===== config.mk =====
export PLATFORM = sky130hd
export DESIGN_NAME = spi_xact_arb
export DESIGN_NICKNAME = d
export VERILOG_FILES = /design/src/rtl/spi_xact_arb.sv
export SDC_FILE = /design/constraint.sdc
export NUM_CORES = 1
export LEC_CHECK = 0
export CORE_UTILIZATION = 42
export DETAILED_ROUTE_END_ITERATION = 16
export GPL_TIMING_DRIVEN = 0
export PLACE_DENSITY = 0.77
export SYNTH_ARGS = -nofsm -noshare
export SYNTH_HDL_FRONTEND = slang
export SYNTH_SLANG_ARGS = --single-unit

===== constraint.sdc =====
create_clock -name clk -period 2.2 [get_ports clk]
set_clock_uncertainty 0.1 [all_clocks]
set_input_delay 0.44 -clock clk [delete_from_list [all_inputs] [get_ports clk]]
set_output_delay 0.44 -clock clk [all_outputs]
set_load 0.05 [all_outputs]

===== src/rtl/spi_xact_arb.sv =====
// Round-robin arbiter that serialises requester transactions onto one SPI master.
// Each transaction drives one slave select, then holds every select high for GUARD idle cycles.
module spi_xact_arb #(
  parameter int unsigned NUM_REQ = 2,
  parameter int unsigned NUM_SS  = 5,
  parameter int unsigned CMD_W   = 16,
  parameter int unsigned GUARD   = 2,
  localparam int unsigned SS_W   = (NUM_SS > 1) ? $clog2(NUM_SS) : 1
) (
  input  logic                     clk,
  input  logic                     rst_n,
  input  logic [NUM_REQ-1:0]       req,
  input  logic [NUM_REQ*SS_W-1:0]  req_ss,
  input  logic [NUM_REQ*CMD_W-1:0] req_cmd,
  output logic [NUM_REQ-1:0]       gnt,
  output logic [NUM_REQ-1:0]       done,
  output logic [CMD_W-1:0]         rd_data,
  output logic                     err,
  output logic                     busy,
  output logic                     wrt_SPI,
  output logic [CMD_W-1:0]         SPI_cmd,
  input  logic                     SPI_done,
  input  logic [CMD_W-1:0]         SPI_data_out,
  output logic [NUM_SS-1:0]        ss_n
);

  localparam int unsigned OW = (NUM_REQ > 1) ? $clog2(NUM_REQ) : 1;
  localparam int unsigned GW = (GUARD > 1) ? $clog2(GUARD + 1) : 1;

  typedef enum logic [1:0] {IDLE, SEL, XFER, GAP} state_t;

  state_t               state, state_nxt;
  logic [OW-1:0]        owner, owner_nxt;
  logic [OW-1:0]        ptr, ptr_nxt;
  logic [GW-1:0]        cnt, cnt_nxt;
  logic                 bad, bad_nxt;
  logic [NUM_REQ-1:0]   gnt_nxt, done_nxt;
  logic [CMD_W-1:0]     rd_nxt, cmd_nxt;
  logic [NUM_SS-1:0]    ss_nxt;
  logic                 err_nxt, wrt_nxt, busy_nxt;

  logic                 found;
  logic [OW-1:0]        win;
  logic [SS_W-1:0]      sel;
  int unsigned          j;

  always_comb begin
    state_nxt = state;
    owner_nxt = owner;
    ptr_nxt   = ptr;
    cnt_nxt   = cnt;
    bad_nxt   = bad;
    gnt_nxt   = '0;
    done_nxt  = '0;
    rd_nxt    = rd_data;
    cmd_nxt   = SPI_cmd;
    ss_nxt    = ss_n;
    err_nxt   = 1'b0;
    wrt_nxt   = 1'b0;
    found     = 1'b0;
    win       = '0;
    j         = 0;

    // Scan starting at ptr, which always sits one past the last winner.
    for (int unsigned k = 0; k < NUM_REQ; k++) begin
      j = 32'(ptr) + k;
      if (j >= NUM_REQ) j = j - NUM_REQ;
      if (!found && req[j]) begin
        found = 1'b1;
        win   = OW'(j);
      end
    end
    sel = req_ss[32'(win)*SS_W +: SS_W];

    case (state)
      IDLE: begin
        if (found) begin
          owner_nxt    = win;
          ptr_nxt      = (32'(win) == NUM_REQ - 1) ? '0 : win + 1'b1;
          gnt_nxt[win] = 1'b1;
          cmd_nxt      = req_cmd[32'(win)*CMD_W +: CMD_W];
          state_nxt    = SEL;
          if (32'(sel) < NUM_SS) begin
            bad_nxt = 1'b0;
            for (int unsigned s = 0; s < NUM_SS; s++)
              if (32'(sel) == s) ss_nxt[s] = 1'b0;
          end else begin
            bad_nxt = 1'b1;
            err_nxt = 1'b1;
          end
        end
      end
      SEL: begin
        // An invalid select skips the SPI entirely and just completes.
        if (bad) begin
          done_nxt[owner] = 1'b1;
          state_nxt       = IDLE;
        end else begin
          wrt_nxt   = 1'b1;
          state_nxt = XFER;
        end
      end
      XFER: begin
        if (SPI_done) begin
          rd_nxt          = SPI_data_out;
          done_nxt[owner] = 1'b1;
          ss_nxt          = '1;
          if (GUARD > 0) begin
            state_nxt = GAP;
            cnt_nxt   = GW'(GUARD - 1);
          end else begin
            state_nxt = IDLE;
          end
        end
      end
      GAP: begin
        if (cnt == '0) state_nxt = IDLE;
        else           cnt_nxt   = cnt - 1'b1;
      end
      default: state_nxt = IDLE;
    endcase

    busy_nxt = (state_nxt != IDLE);
  end

  always_ff @(posedge clk or negedge rst_n) begin
    if (!rst_n) begin
      state   <= IDLE;
      owner   <= '0;
      ptr     <= '0;
      cnt     <= '0;
      bad     <= 1'b0;
      gnt     <= '0;
      done    <= '0;
      rd_data <= '0;
      SPI_cmd <= '0;
      ss_n    <= '1;
      err     <= 1'b0;
      wrt_SPI <= 1'b0;
      busy    <= 1'b0;
    end else begin
      state   <= state_nxt;
      owner   <= owner_nxt;
      ptr     <= ptr_nxt;
      cnt     <= cnt_nxt;
      bad     <= bad_nxt;
      gnt     <= gnt_nxt;
      done    <= done_nxt;
      rd_data <= rd_nxt;
      SPI_cmd <= cmd_nxt;
      ss_n    <= ss_nxt;
      err     <= err_nxt;
      wrt_SPI <= wrt_nxt;
      busy    <= busy_nxt;
    end
  end

endmodule


; Word-level counts from Yosys, hierarchy flattened
; Cells that the tools add are included.
[word_totals]
ff_bits = 51
[classes]
mux = 42
n_eq_ne = 16
n_shift = 2
addsub = 5
reduce_logical = 18
mul = 1
n_lt_le_gt_ge = 9
[ops]
columns = cell, n
row1 = < comparator 32 x 2 -> 1 bit (second input constant), 2
row2 = two-way mux 32 bit, 2
row3 = variable part select 32 x 6 -> 16 bit, 1
row4 = AND reduction 5 bit, 5
row5 = two-way mux 1 bit, 21
row6 = two-way mux 2 bit, 10
row7 = != test 2 bit (second input constant), 9
row8 = two-way mux 5 bit, 3
row9 = case mux 5 bit (2 select lines), 1
row10 = case mux 2 bit (2 select lines), 2
row11 = case mux 2 bit (4 select lines), 1
row12 = == test 3 x 2 -> 1 bit (second input constant), 2
row13 = nonzero test 2 bit, 3
row14 = variable part select 6 x 4 -> 3 bit, 1
row15 = == test 2 bit (second input constant), 2
row16 = zero test 2 bit, 2
row17 = < comparator 1 x 2 -> 1 bit (second input constant), 2
row18 = AND reduction 2 bit, 2
row19 = == test 3 x 1 -> 1 bit (second input constant), 1
row20 = == test 3 bit (second input constant), 1
row21 = logical AND 1 bit, 3
row22 = zero test 3 bit, 1
row23 = < comparator 3 bit (second input constant), 1
row24 = multiplier 1 x 2 -> 3 bit (second input constant), 1
row25 = 12 further kinds, 14

; Logic depth before layout (Yosys ltp)
[logic_depth]
ltp_word = 15
ltp_mapped = 7

; Worst setup path before layout
; Ideal clock, no wire load.
[synth_path]
path_kind = reg-to-reg
from = reg state[0]
to = reg rd_data[10]
synth_period_minus_slack_ns = 1.705
stages_incl_launch_ff = 6
slack_ns = 0.495
setup_ns = 0.128
t_arrival_ns = 1.478
cell_sequence = dfrtp_1 inv_1 ha_1 nand2_1 buf_2 mux2_1
[synth_between]
elab_chain_cells = 2
[synth_rtl]
columns = element, line_no
row1 = start: declaration, 32  ; state_t state, state_nxt;
row2 = start signal: assignment, 142  ; state <= state_nxt;
row3 = == test 2 bit, 75  ; case (state)
row4 = AND reduction 2 bit (no line), --
row5 = end signal: assignment, 149  ; rd_data <= rd_nxt;
row6 = end: declaration, 17  ; output logic [CMD_W-1:0] rd_data,
; Every way passes these cells.
; A chain may end at the register's enable or synchronous reset.

; Worst setup path after layout
[layout_path]
from = reg SPI_cmd[10]
to = out SPI_cmd[10]
[layout_lines]
columns = element, line_no
row1 = start: declaration, 21  ; output logic [CMD_W-1:0] SPI_cmd,
row2 = start signal: assignment, 150  ; SPI_cmd <= cmd_nxt;
; No word-level cell between the ends.

==> results.txt <==
- The flow ran to the end, and the final reports show no timing, DRC or antenna violations.
* Total routed wirelength: 5.52 mm
- Leaving out filler cells and counting taps, the final layout contains 386.
* Antenna cell count: 0
- After the first detailed-routing iteration, the DRC count stood at 83.
- Setup repair after global routing left no endpoint under its margin.
- Signed area change from the synthesized netlist to the final layout: 49.8%
- Leading register cell type out of synthesis: sky130_fd_sc_hd__dfrtp_1
* Area of the die: 6040 um2
* Number of remaining DRC errors: 0
- The die is 77.7 um tall.
- Sequential element share of the synthesized area: 0.532
- During placement, the flow inserted port buffers numbering 101.
- Finish-stage setup viols: 0
- TritonCTS built the clock tree.
- In this run the worst hold path is classified as in -> async.
- Wire length of the first global-routing pass: 9.55 mm
- The slowest stage of the critical path belongs to the cell sky130_fd_sc_hd__clkdlybuf4s50_1.
- Die W: 77.7 um
- At the worst endpoint, the arrival time is 1.49 ns.
- Final std cell area, no fill: 3610 um2
- Num CTS Buffers: 5
* Headroom to the max-slew limit: 0.637
* Max IR drop VDD: 0.943 mV
* Global Route Usage Sum: 0.200
- Core box area: 5510 um2
- First-pass iteration count of the detailed router: 5
* Maximum buffer depth of the clock tree: 2
* Maximum number of pins on one net before global-route repair: 30
- Async set-reset flop share out of synthesis: 1.00
- FP Rows: 27
- By startpoint and endpoint, the worst setup path is classified as reg -> out.
- For this configuration, the core starts out at a cell density of 0.438.
- Across the run, the number of max-cap violations was 0.
- Counting flops and latches in the post-synthesis netlist gives 51.
- STA classifies the critical path startpoint as a register.
* Number of enable flip-flop cells after synthesis: 0
- Including well taps, the total number of placed cells is 378.
* Number of antenna violations at the first check in global routing: 0
- After synthesis the cells add up to 2410 um2.
* Detailed-route via count: 2037
* Master cell of the clock root buffer: sky130_fd_sc_hd__clkbuf_8
- Sequential cell area: 1280 um2
* Crit path max-delay family: buffers and inverters
* Post-synthesis net count: 269
- Number of nets in the layout: 378
- During I/O placement, the number of pins put on the boundary was 103.
* Sort of element at the end of the critical path: primary output
- Mean post-synth cell area: 11.8 um2
* Least-Margin Pin Slew: 0.544 ns
- Along the worst path, the maximum fanout reaches 2.
- Per-cell routed wire length: 14.3 um
- Ys Warns: 0
- Via count of the first global-routing pass: 2019
- Power spread over the standard cell area amounts to 1510 nW/um2.
- Summing all multi-input logic gate instances after layout gives 955 um2.
- Summed over all cells, the static leakage comes to 1.67 nW.
* Global-route congestion overflow total: 0
- Post-synth cell types: 45
- Later-pin clock latency in the skew report: 0.30 ns
- Dividing the detail-routed via count by the number of cells gives 5.28.
* Data required time at the worst endpoint: 1.66 ns
- Layout cell share with drive strength beyond 1: 0.118
* Final Max Tran Viols: 0
- For this design, the sink count on the clock tree is 51.
* Detailed placement HPWL: 4.23 mm
- Hold Vio Cnt, Final: 0
- Counting both buffers and inverters, the worst setup path holds a total of 1.
- Number of H-tree levels: 2
- The cell count after synthesis came out at 204.
- Tmin final: 2.03 ns
- Peak clock frequency supported by timing: 0.492 GHz
- Fill cell total of the finished layout: 444
* Gp weighted congestion: 0.839
- Crit-path cells: clkdlybuf4s50_1
- Clock-pin slew was measured on the worst setup and hold paths at 0.10 ns.
* Crit-path max cell delay: 0.81 ns
- Summing all placed instances gives a cell area of 3530 um2.
* Antenna Violating Nets Remaining: 0
- Dividing the final minimum period by the clock period gives 0.923.
==> power by group <==
part,switching (mW),internal (mW),leakage (nW)
Sequential,0.246,1.39,0.619
Combinational,2.06,1.20,1.00
Clock,0.324,0.229,0.0485
==> synth_stat cells (2+ instances only) <==
library cell               number  share of area
sky130_fd_sc_hd__buf_6          4          0.019
sky130_fd_sc_hd__a222oi_1      16          0.066
sky130_fd_sc_hd__nand2_1        9          0.014
sky130_fd_sc_hd__nand2b_1       4          0.010
sky130_fd_sc_hd__ha_1           6          0.031
sky130_fd_sc_hd__mux2_1         9          0.042
sky130_fd_sc_hd__mux2_2         7          0.033
sky130_fd_sc_hd__o21ai_0        3         0.0062
sky130_fd_sc_hd__dfstp_2        5          0.055
sky130_fd_sc_hd__o21bai_1       2         0.0062
sky130_fd_sc_hd__or2_1          2         0.0052
sky130_fd_sc_hd__buf_2          6          0.012
sky130_fd_sc_hd__o31ai_1        2         0.0062
sky130_fd_sc_hd__inv_1         25          0.039
sky130_fd_sc_hd__o21a_1         2         0.0062
sky130_fd_sc_hd__a21oi_1        7          0.015
sky130_fd_sc_hd__dfrtp_1       46           0.48
sky130_fd_sc_hd__a21o_1         8          0.025
sky130_fd_sc_hd__a211o_1        2         0.0073
sky130_fd_sc_hd__nor2b_1        4          0.010
sky130_fd_sc_hd__o211ai_1       2         0.0062
sky130_fd_sc_hd__o311a_1        5          0.021
sky130_fd_sc_hd__nor2_1         6         0.0093
==> placed cells by master (no fill, tap or decap), types with 2 or more instances in the layout <==
| master | n |
|---|---|
| sky130_fd_sc_hd__clkdlybuf4s50_1 | 95 |
| sky130_fd_sc_hd__dfrtp_1 | 46 |
| sky130_fd_sc_hd__inv_1 | 25 |
| sky130_fd_sc_hd__a222oi_1 | 16 |
| sky130_fd_sc_hd__nand2_1 | 9 |
| sky130_fd_sc_hd__mux2_1 | 9 |
| sky130_fd_sc_hd__a21o_1 | 8 |
| sky130_fd_sc_hd__buf_2 | 7 |
| sky130_fd_sc_hd__a21oi_1 | 7 |
| sky130_fd_sc_hd__mux2_2 | 7 |
| sky130_fd_sc_hd__nor2_1 | 6 |
| sky130_fd_sc_hd__ha_1 | 6 |
| sky130_fd_sc_hd__o311a_1 | 5 |
| sky130_fd_sc_hd__clkbuf_8 | 5 |
| sky130_fd_sc_hd__dlygate4sd2_1 | 5 |
| sky130_fd_sc_hd__dfstp_2 | 5 |
| sky130_fd_sc_hd__nor2b_1 | 4 |
| sky130_fd_sc_hd__buf_6 | 4 |
| sky130_fd_sc_hd__nand2b_1 | 4 |
| sky130_fd_sc_hd__o21ai_0 | 3 |
| sky130_fd_sc_hd__or2_1 | 2 |
| sky130_fd_sc_hd__o31ai_1 | 2 |
| sky130_fd_sc_hd__o211ai_1 | 2 |
| sky130_fd_sc_hd__a211o_1 | 2 |
| sky130_fd_sc_hd__o21a_1 | 2 |
| sky130_fd_sc_hd__o21bai_1 | 2 |
==> state kept, by name, summed over array words and instances (netlist names) <==
signal   flops
owner        1
SPI_cmd     16
state        2
busy         1
ss_n         5
cnt          2
ptr          1
err          1
bad          1
gnt          2
rd_data     16
wrt_SPI      1
done         2
==> cell families (layout without fill, tap and decap cells) <==
family                   after synthesis  count (layout)  share of synthesized area
AND/OR/NAND/NOR                       36              36                     0.0883
AO/OA/AOI/OAI                         58              58                      0.198
flip-flops                            51              51                      0.532
buffers and inverters                 36             146                     0.0716
multiplexers                          17              17                     0.0789
adder cells (fa/ha/maj)                6               6                     0.0312
==> per-layer routing <==
layer | routed length, um | GRT usage | up-vias
li1 | - | - | 967
met1 | 2250 | 0.258 | 991
met2 | 2780 | 0.327 | 75
met3 | 436 | 0.0624 | 4
met4 | 45 | 0.0509 | 0
met5 | 0 | 0 | -
==> cell type report <==
type,count,share of cell area
flip-flops and latches,51,0.355
repair buffers,102,0.282
multi-input cells,117,0.264
inverters,25,0.0260
well taps,72,0.0249
plain buffers,11,0.0218
clock buffers,5,0.0191
clock inverters,3,0.00624
==> repair_timing <==
| item | 4_1_cts | 5_1_grt |
|---|---|---|
| resized for setup | 5 | 0 |
| setup buffers | 0 | 0 |
| hold buffers | 0 | 0 |
| pin swaps | 0 | 1 |
| setup endpoints to repair | 5 | 1 |
| cloned | 0 | 0 |
==> stage by stage <==
step	TNS, ns	setup WS, ns	total power, mW	hold WS [ns]	util
floorplan	0	0.495	3.86	0.0444	-
global route	0	0.0660	5.76	0.0328	0.656
finish	0	0.169	5.45	0.00661	0.656
global placement	-43.62	-0.910	4.92	0.328	0.638
CTS	0	0.127	5.51	0.0151	0.656
detailed placement	-0.263	-0.0786	4.97	0.339	0.640
==> worst paths after layout <==
path,start,endpoint,slack [ns],cells after the start
max,SPI_cmd[10],SPI_cmd[10],0.17,1
min,rst_n,rd_data[1],0.007,1
max reg2reg,state[0],SPI_cmd[10],0.22,7
min reg2reg,owner,done[0],0.35,1
max in group asynchronous,rst_n,state[0],1.46,2
min in group clk,owner,done[0],0.35,1
Note: power is estimated with default switching activity, not from simulation.
